<file path="config.mk">
export PLATFORM = sky130hd
export DESIGN_NAME = vga_pattern_gen
export DESIGN_NICKNAME = d
export VERILOG_FILES = /design/src/rtl/vga_pkg.sv /design/src/rtl/vga_timing_core.sv /design/src/rtl/vga_pattern_gen.sv
export SDC_FILE = /design/constraint.sdc
export NUM_CORES = 1
export LEC_CHECK = 0
export ABC_CLOCK_PERIOD_IN_PS = 15600
export BUFFER_PORTS_ARGS = -buffer_cell sky130_fd_sc_hd__buf_4
export CORE_UTILIZATION = 60
export CTS_BUF_LIST = sky130_fd_sc_hd__clkbuf_8
export CTS_CLUSTER_DIAMETER = 120
export DETAILED_ROUTE_END_ITERATION = 10
export PLACE_DENSITY = 0.81
export SYNTH_ARGS = -nofsm -noshare
export SYNTH_HDL_FRONTEND = slang
export SYNTH_SLANG_ARGS = --single-unit
</file>
<file path="constraint.sdc">
create_clock -name clk -period 15.6 [get_ports clk]
set_input_delay 0 -clock clk [delete_from_list [all_inputs] [get_ports clk]]
set_output_delay 0 -clock clk [all_outputs]
set_load 0.005 [all_outputs]
</file>
<file path="src/rtl/vga_pkg.sv">
`default_nettype none
// ------------------------------------------------------------------
// vga_pkg: pattern mode encodings, colour-bar masks, clog2 helper
// Revision: 1.0
// ------------------------------------------------------------------
package vga_pkg;

  typedef enum logic [2:0] {
    MODE_BARS    = 3'd0,
    MODE_CHECKER = 3'd1,
    MODE_GRID    = 3'd2,
    MODE_RAMP    = 3'd3,
    MODE_SOLID   = 3'd4,
    MODE_BOX     = 3'd5
  } mode_e;

  typedef enum logic {
    DIR_POS = 1'b0,
    DIR_NEG = 1'b1
  } dir_e;

  // {R,G,B} on/off masks, left to right: white yellow cyan green magenta red blue black
  localparam logic [2:0] BAR_MASK [8] = '{
    3'b111, 3'b110, 3'b011, 3'b010, 3'b101, 3'b100, 3'b001, 3'b000
  };

  function automatic int clog2(input int value);
    int result;
    result = 0;
    for (int i = 0; i < 31; i++) begin
      if ((1 << i) < value) result = i + 1;
    end
    return result;
  endfunction

endpackage
`default_nettype wire

</file>
<file path="src/rtl/vga_timing_core.sv">
`default_nettype none
// ------------------------------------------------------------------
// vga_timing_core: h/v counters with registered sync, de and position
// Revision: 1.0
// ------------------------------------------------------------------
module vga_timing_core #(
  parameter int H_ACTIVE = 640,
  parameter int H_FP     = 16,
  parameter int H_SYNC   = 96,
  parameter int H_BP     = 48,
  parameter int V_ACTIVE = 480,
  parameter int V_FP     = 10,
  parameter int V_SYNC   = 2,
  parameter int V_BP     = 33,
  parameter bit HS_POL   = 1'b0,
  parameter bit VS_POL   = 1'b0
) (
  input  logic        clk,
  input  logic        rst,
  input  logic        pix_en,
  output logic [11:0] h_cnt,
  output logic [11:0] v_cnt,
  output logic        active,
  output logic        at_origin,
  output logic        hsync,
  output logic        vsync,
  output logic        de,
  output logic        frame_start,
  output logic [10:0] xpos,
  output logic [10:0] ypos
);

  localparam int          H_TOTAL  = H_ACTIVE + H_FP + H_SYNC + H_BP;
  localparam int          V_TOTAL  = V_ACTIVE + V_FP + V_SYNC + V_BP;
  localparam logic [11:0] H_LAST   = 12'(H_TOTAL - 1);
  localparam logic [11:0] V_LAST   = 12'(V_TOTAL - 1);
  localparam logic [11:0] HS_FIRST = 12'(H_ACTIVE + H_FP);
  localparam logic [11:0] HS_LAST  = 12'(H_ACTIVE + H_FP + H_SYNC - 1);
  localparam logic [11:0] VS_FIRST = 12'(V_ACTIVE + V_FP);
  localparam logic [11:0] VS_LAST  = 12'(V_ACTIVE + V_FP + V_SYNC - 1);

  logic hs_on;
  logic vs_on;

  always_comb begin
    active    = (h_cnt < 12'(H_ACTIVE)) && (v_cnt < 12'(V_ACTIVE));
    at_origin = (h_cnt == 12'd0) && (v_cnt == 12'd0);
    hs_on     = (h_cnt >= HS_FIRST) && (h_cnt <= HS_LAST);
    vs_on     = (v_cnt >= VS_FIRST) && (v_cnt <= VS_LAST);
  end

  always_ff @(posedge clk) begin
    if (rst) begin
      h_cnt       <= '0;
      v_cnt       <= '0;
      hsync       <= ~HS_POL;
      vsync       <= ~VS_POL;
      de          <= 1'b0;
      frame_start <= 1'b0;
      xpos        <= '0;
      ypos        <= '0;
    end else if (pix_en) begin
      if (h_cnt == H_LAST) begin
        h_cnt <= '0;
        v_cnt <= (v_cnt == V_LAST) ? 12'd0 : v_cnt + 12'd1;
      end else begin
        h_cnt <= h_cnt + 12'd1;
      end
      hsync       <= hs_on ? HS_POL : ~HS_POL;
      vsync       <= vs_on ? VS_POL : ~VS_POL;
      de          <= active;
      frame_start <= at_origin;
      xpos        <= active ? h_cnt[10:0] : 11'd0;
      ypos        <= active ? v_cnt[10:0] : 11'd0;
    end
  end

endmodule
`default_nettype wire

</file>
<file path="src/rtl/vga_pattern_gen.sv">
`default_nettype none
// ------------------------------------------------------------------
// vga_pattern_gen: VGA timing plus frame-synchronous test-pattern source
// Revision: 1.0
// ------------------------------------------------------------------
module vga_pattern_gen
  import vga_pkg::*;
#(
  parameter int H_ACTIVE = 640,
  parameter int H_FP     = 16,
  parameter int H_SYNC   = 96,
  parameter int H_BP     = 48,
  parameter int V_ACTIVE = 480,
  parameter int V_FP     = 10,
  parameter int V_SYNC   = 2,
  parameter int V_BP     = 33,
  parameter bit HS_POL   = 1'b0,
  parameter bit VS_POL   = 1'b0,
  parameter int COLOR_W  = 4,
  parameter int BOX_SIZE = 32
) (
  input  logic                   clk,
  input  logic                   rst,
  input  logic                   pix_en,
  input  logic [2:0]             mode,
  input  logic [3*COLOR_W-1:0]   solid_rgb,
  output logic                   hsync,
  output logic                   vsync,
  output logic                   de,
  output logic [10:0]            xpos,
  output logic [10:0]            ypos,
  output logic                   frame_start,
  output logic [COLOR_W-1:0]     vga_red,
  output logic [COLOR_W-1:0]     vga_green,
  output logic [COLOR_W-1:0]     vga_blue
);

  localparam int                 GS_RAW = clog2(H_ACTIVE) - COLOR_W;
  localparam int                 GS     = (GS_RAW < 0) ? 0 : GS_RAW;
  localparam int                 BAR_W  = H_ACTIVE / 8;
  localparam int                 FULL_I = (1 << COLOR_W) - 1;
  localparam logic [COLOR_W-1:0] FULL   = '1;
  localparam logic [11:0]        BX_MAX = 12'(H_ACTIVE - BOX_SIZE);
  localparam logic [11:0]        BY_MAX = 12'(V_ACTIVE - BOX_SIZE);

  logic [11:0] h_cnt, v_cnt;
  logic        active, at_origin;

  vga_timing_core #(
    .H_ACTIVE(H_ACTIVE), .H_FP(H_FP), .H_SYNC(H_SYNC), .H_BP(H_BP),
    .V_ACTIVE(V_ACTIVE), .V_FP(V_FP), .V_SYNC(V_SYNC), .V_BP(V_BP),
    .HS_POL(HS_POL), .VS_POL(VS_POL)
  ) u_timing (
    .clk(clk), .rst(rst), .pix_en(pix_en),
    .h_cnt(h_cnt), .v_cnt(v_cnt), .active(active), .at_origin(at_origin),
    .hsync(hsync), .vsync(vsync), .de(de), .frame_start(frame_start),
    .xpos(xpos), .ypos(ypos)
  );

  mode_e                cur_mode, eff_mode;
  logic [3*COLOR_W-1:0] cur_rgb, eff_rgb;
  logic [11:0]          bx, by, bx_nxt, by_nxt, eff_bx, eff_by;
  dir_e                 dx, dy, dx_nxt, dy_nxt;

  always_ff @(posedge clk) begin
    if (rst) begin
      cur_mode <= MODE_BARS;
      cur_rgb  <= '0;
      bx       <= '0;
      by       <= '0;
      dx       <= DIR_POS;
      dy       <= DIR_POS;
    end else if (pix_en && at_origin) begin
      cur_mode <= mode_e'(mode);
      cur_rgb  <= solid_rgb;
      bx       <= bx_nxt;
      by       <= by_nxt;
      dx       <= dx_nxt;
      dy       <= dy_nxt;
    end
  end

  always_comb begin
    bx_nxt = bx;
    dx_nxt = dx;
    by_nxt = by;
    dy_nxt = dy;
    if (dx == DIR_POS) begin
      if (bx == BX_MAX) begin dx_nxt = DIR_NEG; bx_nxt = bx - 12'd1; end
      else                    bx_nxt = bx + 12'd1;
    end else begin
      if (bx == 12'd0) begin dx_nxt = DIR_POS; bx_nxt = 12'd1; end
      else                   bx_nxt = bx - 12'd1;
    end
    if (dy == DIR_POS) begin
      if (by == BY_MAX) begin dy_nxt = DIR_NEG; by_nxt = by - 12'd1; end
      else                    by_nxt = by + 12'd1;
    end else begin
      if (by == 12'd0) begin dy_nxt = DIR_POS; by_nxt = 12'd1; end
      else                   by_nxt = by - 12'd1;
    end
  end

  // Pixel (0,0) is decoded with the values being latched on that same edge
  always_comb begin
    eff_mode = at_origin ? mode_e'(mode) : cur_mode;
    eff_rgb  = at_origin ? solid_rgb : cur_rgb;
    eff_bx   = at_origin ? bx_nxt : bx;
    eff_by   = at_origin ? by_nxt : by;
  end

  logic [11:0]        bar_idx, ramp;
  logic [2:0]         bar;
  logic [COLOR_W-1:0] ramp_lvl, pr, pg, pb;
  logic               in_box;

  always_comb begin
    pr       = '0;
    pg       = '0;
    pb       = '0;
    bar_idx  = h_cnt / 12'(BAR_W);
    bar      = (bar_idx < 12'd8) ? BAR_MASK[bar_idx[2:0]] : 3'b000;
    ramp     = h_cnt >> GS;
    ramp_lvl = (ramp > 12'(FULL_I)) ? FULL : ramp[COLOR_W-1:0];
    in_box   = (h_cnt >= eff_bx) && (h_cnt < eff_bx + 12'(BOX_SIZE)) &&
               (v_cnt >= eff_by) && (v_cnt < eff_by + 12'(BOX_SIZE));
    case (eff_mode)
      MODE_BARS: begin
        pr = {COLOR_W{bar[2]}};
        pg = {COLOR_W{bar[1]}};
        pb = {COLOR_W{bar[0]}};
      end
      MODE_CHECKER: if (h_cnt[5] ^ v_cnt[5]) {pr, pg, pb} = {3{FULL}};
      MODE_GRID: begin
        if ((h_cnt[4:0] == 5'd0) || (v_cnt[4:0] == 5'd0) ||
            (h_cnt == 12'(H_ACTIVE - 1)) || (v_cnt == 12'(V_ACTIVE - 1)))
          {pr, pg, pb} = {3{FULL}};
      end
      MODE_RAMP:  {pr, pg, pb} = {3{ramp_lvl}};
      MODE_SOLID: {pr, pg, pb} = eff_rgb;
      MODE_BOX:   if (in_box) {pr, pg, pb} = {3{FULL}};
      default: ;
    endcase
  end

  always_ff @(posedge clk) begin
    if (rst) begin
      vga_red   <= '0;
      vga_green <= '0;
      vga_blue  <= '0;
    end else if (pix_en) begin
      vga_red   <= active ? pr : '0;
      vga_green <= active ? pg : '0;
      vga_blue  <= active ? pb : '0;
    end
  end

endmodule
`default_nettype wire

</file>
After elaboration in Yosys (flattened, before gate mapping) --
Memory sizes are Yosys's and may differ from the RTL's. Cells that the tools add are included.
Cells by class: divide/modulo/power cells 1, multiplexer cells 35, order comparisons 13, reduce and logical (&&, ||, !) cells 19, bitwise operators 2, equality and inequality tests 11, $add $sub $neg 8
Operator list (number):
- $mux W12 | 11
- $pmux W4 S6 | 3
- $add A12 B1 Y12 const B | 4
- $eq A12 B10 Y1 const B | 4
- $logic_not A12 Y1 | 4
- $mux W4 | 7
- $add A12 B6 Y12 const B | 2
- $eq A12 B9 Y1 const B | 2
- $ge A12 B12 Y1 | 2
- $lt A12 B12 Y1 | 2
- $sub A12 B1 Y12 const B | 2
- $mux W11 | 2
- $div A12 B7 Y12 const B | 1
- $ge A12 B10 Y1 const B | 1
- $ge A12 B9 Y1 const B | 1
- $le A12 B10 Y1 const B | 1
- $le A12 B9 Y1 const B | 1
- $lt A12 B10 Y1 const B | 1
- $lt A12 B4 Y1 const B | 1
- $lt A12 B9 Y1 const B | 1
- $mux W3 | 4
- $logic_not A5 Y1 | 2
- $logic_and A1 B1 Y1 | 8
- $mux W1 | 8
- 10 further kinds | 14
Storage, ports and cells: word-level logic and storage cells 107, ROM bits 24, register bits after elaboration 103, memories 1
Memory list:
- (no name shown) | words 8, bits a word 3, rd ports 1, clocked after memory_dff 0, write ports 0, line vga_pattern_gen.sv:122 | bar = (bar_idx < 12'd8) ? BAR_MASK[bar_idx[2:0]] : 3'b000;

Logic depth before layout (Yosys ltp) --
depth in word-level cells 12, depth in mapped cells 23

By module --
A second synthesis with hierarchy kept.
Second synthesis, totals: cell total of the unflattened synthesis 962, area, all modules 7508.5 um2
Modules (own cells, without submodules):
- vga_pattern_gen | area an instance 5406.4 um2, seq. area each 1061.0 um2, cells each 737, times used 1
- vga_timing_core | area an instance 2102.0 um2, seq. area each 1001.0 um2, cells each 225, times used 1

Least setup slack after synthesis --
No wires, ideal clock.
path type reg2reg, start register u_timing.v_cnt[4], end register vga_green[0], library setup time 60 ps, period minus slack after synthesis 4897 ps, data arrival time 4838 ps, slack 10703 ps, data required time 15540 ps, stages on the path, launching flop included 21, cells stage by stage dfxtp_1 -> or4_1 -> or4_1 -> buf_2 -> or2_1 -> buf_6 -> and2_1 -> a211oi_1 -> inv_1 -> ha_1 -> and4bb_1 -> xor2_1 -> ha_1 -> o211ai_1 -> nor3_1 -> o2bb2ai_1 -> or4_1 -> nor3_1 -> o21bai_1 -> a21boi_1 -> a221o_1
Between the ends: word-level cells in the longest chain between the ends 11, elaborated cells between the ends (all ways) 32
Ends and longest elaborated chain:
- from (decl) | line vga_timing_core.sv:22 | output logic [11:0] v_cnt,
- from (signal assigned) | line vga_timing_core.sv:65 | v_cnt <= (v_cnt == V_LAST) ? 12'd0 : v_cnt + 12'd1;
- $logic_not A12 Y1 | line vga_timing_core.sv:47 | at_origin = (h_cnt == 12'd0) && (v_cnt == 12'd0);
- $logic_and A1 B1 Y1 | line vga_timing_core.sv:47
- $mux W12 | line vga_pattern_gen.sv:108 | eff_bx = at_origin ? bx_nxt : bx;
- $add A12 B6 Y12 | line vga_pattern_gen.sv:125 | in_box = (h_cnt >= eff_bx) && (h_cnt < eff_bx + 12'(BOX_SIZE)) &&
- $lt A12 B12 Y1 | line vga_pattern_gen.sv:125
- $logic_and A1 B1 Y1 (2 in a row) | line vga_pattern_gen.sv:125
- $logic_and A1 B1 Y1 | line vga_pattern_gen.sv:126 | (v_cnt >= eff_by) && (v_cnt < eff_by + 12'(BOX_SIZE));
- $mux W4 | line vga_pattern_gen.sv:141 | MODE_BOX: if (in_box) {pr, pg, pb} = {3{FULL}};
- $pmux W4 S6 | line vga_pattern_gen.sv:127 | case (eff_mode)
- $mux W4 (*) | line vga_pattern_gen.sv:153 | vga_green <= active ? pg : '0;
- to (signal assigned) | line vga_pattern_gen.sv:153
- to (decl) | line vga_pattern_gen.sv:34 | output logic [COLOR_W-1:0] vga_green,
Mark *: on every way between the ends. The rest lies on a longest branch, timed or not. A chain may end at the register's enable or synchronous reset.

Worst setup path after layout --
start register u_timing.h_cnt[10], end register vga_blue[1]
Between the ends: word-level cells in the longest chain between the ends 11, elaborated cells between the ends (all ways) 39
Ends and longest elaborated chain:
- from (decl) | line vga_timing_core.sv:21 | output logic [11:0] h_cnt,
- from (signal assigned) | line vga_timing_core.sv:67 | h_cnt <= h_cnt + 12'd1;
- branches (longest 10 deep; another with $div A12 B7 Y12)
- $mux W4 (*) | line vga_pattern_gen.sv:154 | vga_blue <= active ? pb : '0;
- to (signal assigned) | line vga_pattern_gen.sv:154
- to (decl) | line vga_pattern_gen.sv:35 | output logic [COLOR_W-1:0] vga_blue
Mark *: on every way between the ends. The select of a mux whose other input is x is not followed.

==> flow_summary_export.csv <==
group,metric,value,unit
global_route,antenna_found_initial,0,
logic_synthesis,synth.ff_latch_count,103,
power,p_leak,3.35,nW
global_route,grt_pass1_vias,6894,
worst_setup_path,start_kind,"flip-flop",
clock_network,tritoncts,"done",
logic_synthesis,yosysMostFrequentCell,"nand2_1",
logic_synthesis,synth_fp_nets,1092,
die,num_rows,41,
final_layout,synthToLayoutAreaGrowth,9.36,%
clock_network,cts_max_level,3,
logic_synthesis,syn_inst,1023,
route,dr.pass1.iters,5,
die,core,12600,um^2
worst_hold_path,hold_path.class,"input pin to flip-flop",
worst_setup_path,cp-end-kind,"flip-flop",
worst_hold_path,whs_path_depth,3,
clock_network,clock_path_buffers,2,
sta,min_period,6.00,ns
logic_synthesis,synthAdderAreaFrac,8.20,%
placement,post_dp_cell_area,8190,um^2
route,drtIter0Drc,915,
die,io_pins,56,
worst_setup_path,r2r_cells,19,
sta,tightest_slew,1.10,ns
logic_synthesis,synth_top_area_share,26.5,%
route,wl_per_cell,17.8,um
power,p_seq_share,48.7,%
logic_synthesis,synth_top_family_by_area,"compound AO/OA/AOI/OAI gates",
sta,rsz0062_at_grt,"no",
power,clockPowerShare,27.1,%
global_route,grt_remaining_overflow,0,
clock_network,insertion_delay,0.40,ns
sta,finalCritPeriodShare,38.5,%
logic_synthesis,synth_edf_count,0,
sta,hold_slack,0.0293,ns
power,p_comb_share,24.2,%
sta,hold_viol,0,
outcome,status,"finished, final reports clean",
sta,slew_viol_final,0,
logic_synthesis,syn_area,7780,um^2
sta,fin_worst_skew,0.0207,ns
placement,dp_slack,9.74,ns
route,ant_nets,0,
final_layout,final_area,8510,um^2
worst_setup_path,path_max_fanout,32,
die,start_util,61.6,%
final_layout,fin_nets,1105,
placement,gp_congestion,0.933,
clock_network,cts.clk_slew.worst_paths,0.10,ns
placement,io_buffers,55,
worst_setup_path,path_class,"flip-flop to flip-flop",
sta,setup_tns,0,ns
logic_synthesis,synth_top_cell_by_area,"dfxtp_1",
clock_network,cts_buffers,9,
logic_synthesis,synth-simple-area-share,26.2,%
power,p_per_area,69.3,nW/um^2
route,drc,0,
placement,hpwl,14.8,mm
global_route,grt_pass1_wl,35.3,mm
final_layout,diodes,0,
power,internal-power,0.387,mW
logic_synthesis,yosys-top-cells-count,"nand2_1, dfxtp_1, nor2_1",
power,netSwitchingFraction,34.3,%
route,viasPerCell,6.47,
logic_synthesis,synth_xor_area_share,4.50,%
power,switchingPower,0.202,mW
power,power,0.590,mW
logic_synthesis,ys_types,80,
clock_network,clock-root-buffer,"clkbuf_8",
logic_synthesis,synth.avg_cell_area,7.60,um^2
clock_network,postCtsSetupRepairBufs,0,
global_route,grt_max_degree,52,
sta,fin_ws,9.60,ns
logic_synthesis,synth_compound_area_share,26.8,%
logic_synthesis,ys_warn_count,0,
die,die_width,116,um
route,routed_wirelength,21.6,mm
logic_synthesis,synth-async-reset-ratio,0,%
sta,slew_headroom,26.8,%
logic_synthesis,yosysSeqAreaShare,26.5,%
die,die_height,116,um
logic_synthesis,ys.flop_type,"dfxtp_1",
clock_network,cts_sinks,103,
sta,fmax,167,MHz
worst_setup_path,worstPathArrival,6.34,ns
power,ir_drop,0.0000615,V
sta,setup_viol,0,
logic_synthesis,synthTopCellsByArea,"dfxtp_1, ha_1, nand2_1",
route,vias,7845,
worst_setup_path,critPathRequiredTime,15.94,ns
final_layout,drive_gt1_share,10.3,%
logic_synthesis,synthMuxAreaShare,2.07,%
global_route,track_usage,33.4,%
run,max-cap-violations,0,
die,die-area,13400,um^2
## kinds of logic after synthesis
logic type	after synthesis
AO/OA/AOI/OAI	302
adder cells (fa/ha/maj)	51
multiplexers	16
flip-flops	103
buffers and inverters	111
AND/OR/NAND/NOR	400
XOR/XNOR	40
## per-layer routing
layer / track usage [%] / share of wire (%)
met1: 46.0 / 44
met2: 51.5 / 45
met3: 6.01 / 7.7
met4: 13.2 / 2.8
met5: 0 / 0
## area by class of cell
type,instances,area [um^2]
flip-flops and latches,103,2060
multi-input cells,809,5290
repair buffers,82,653
inverters,31,116
clock buffers,9,124
clock inverters,6,45.0
well taps,172,215
fillers,1097,4110
## path summary, 6_finish.rpt
check / slack, ns / start / to
max: 9.60 / u_timing.h_cnt[10] / vga_blue[1]
min reg2reg: 0.46 / cur_rgb[0] / cur_rgb[0]
min: 0.03 / pix_en / u_timing.h_cnt[1]
max reg2reg: 9.60 / u_timing.h_cnt[10] / vga_blue[1]
## sequential cells by signal, summed over array words and instances, names as in the netlist, 3 cells and up
signal          count
cur_mode            3
bx                 12
u_timing.h_cnt     12
u_timing.ypos      11
u_timing.xpos      11
vga_blue            4
cur_rgb            12
u_timing.v_cnt     12
by                 12
vga_red             4
vga_green           4
## cell usage in the layout (no fill, tap or decap), drive strengths merged, types with 20 or more instances in the layout
| cell type | instances |
|---|---|
| a21oi | 73 |
| a31oi | 20 |
| buf | 67 |
| dfxtp | 103 |
| ha | 51 |
| inv | 34 |
| nand2 | 105 |
| nand3 | 33 |
| nand4 | 22 |
| nor2 | 90 |
| nor3 | 30 |
| o21ai | 44 |
| xnor2 | 20 |
| xor2 | 20 |
## critical path, cell delays in order (launching register included)
cell      delay, ns
dfxtp_1        0.61
or3_1          0.58
or4_1          0.69
or2_1          0.29
buf_4          0.24
and2_1         0.20
a211oi_1       0.38
inv_1          0.12
ha_1           0.24
and4bb_1       0.22
xor2_1         0.14
ha_1           0.30
a211oi_1       0.26
o211a_1        0.18
o41ai_1        0.06
or4_1          0.39
nor3_1         0.28
o21bai_1       0.26
a21boi_1       0.33
a221o_1        0.17
## timing repair
item                                   CTS  global route
gates resized for setup                  0             0
hold buffers                            15             0
endpoints found under the hold margin   15             0
## stage by stage
| stage | util, % | instances |
|---|---|---|
| final | 67.4 | 1212 |
| after global routing | 67.4 | 1212 |
| after CTS | 67.4 | 1212 |
| after detailed placement | 64.9 | 1182 |
| after global placement | 64.9 | 1182 |
| after floorplan | - | 1023 |
## power groups by stage
stage                     clock network, mW  registers [mW]  logic, mW
after floorplan                           0           0.287      0.101
after global placement                    0           0.293      0.136
after detailed placement                  0           0.293      0.137
after CTS                             0.162           0.287      0.140
after global routing                  0.172           0.289      0.157
final                                 0.160           0.287      0.143
Note: power is estimated with default switching activity, not from simulation.
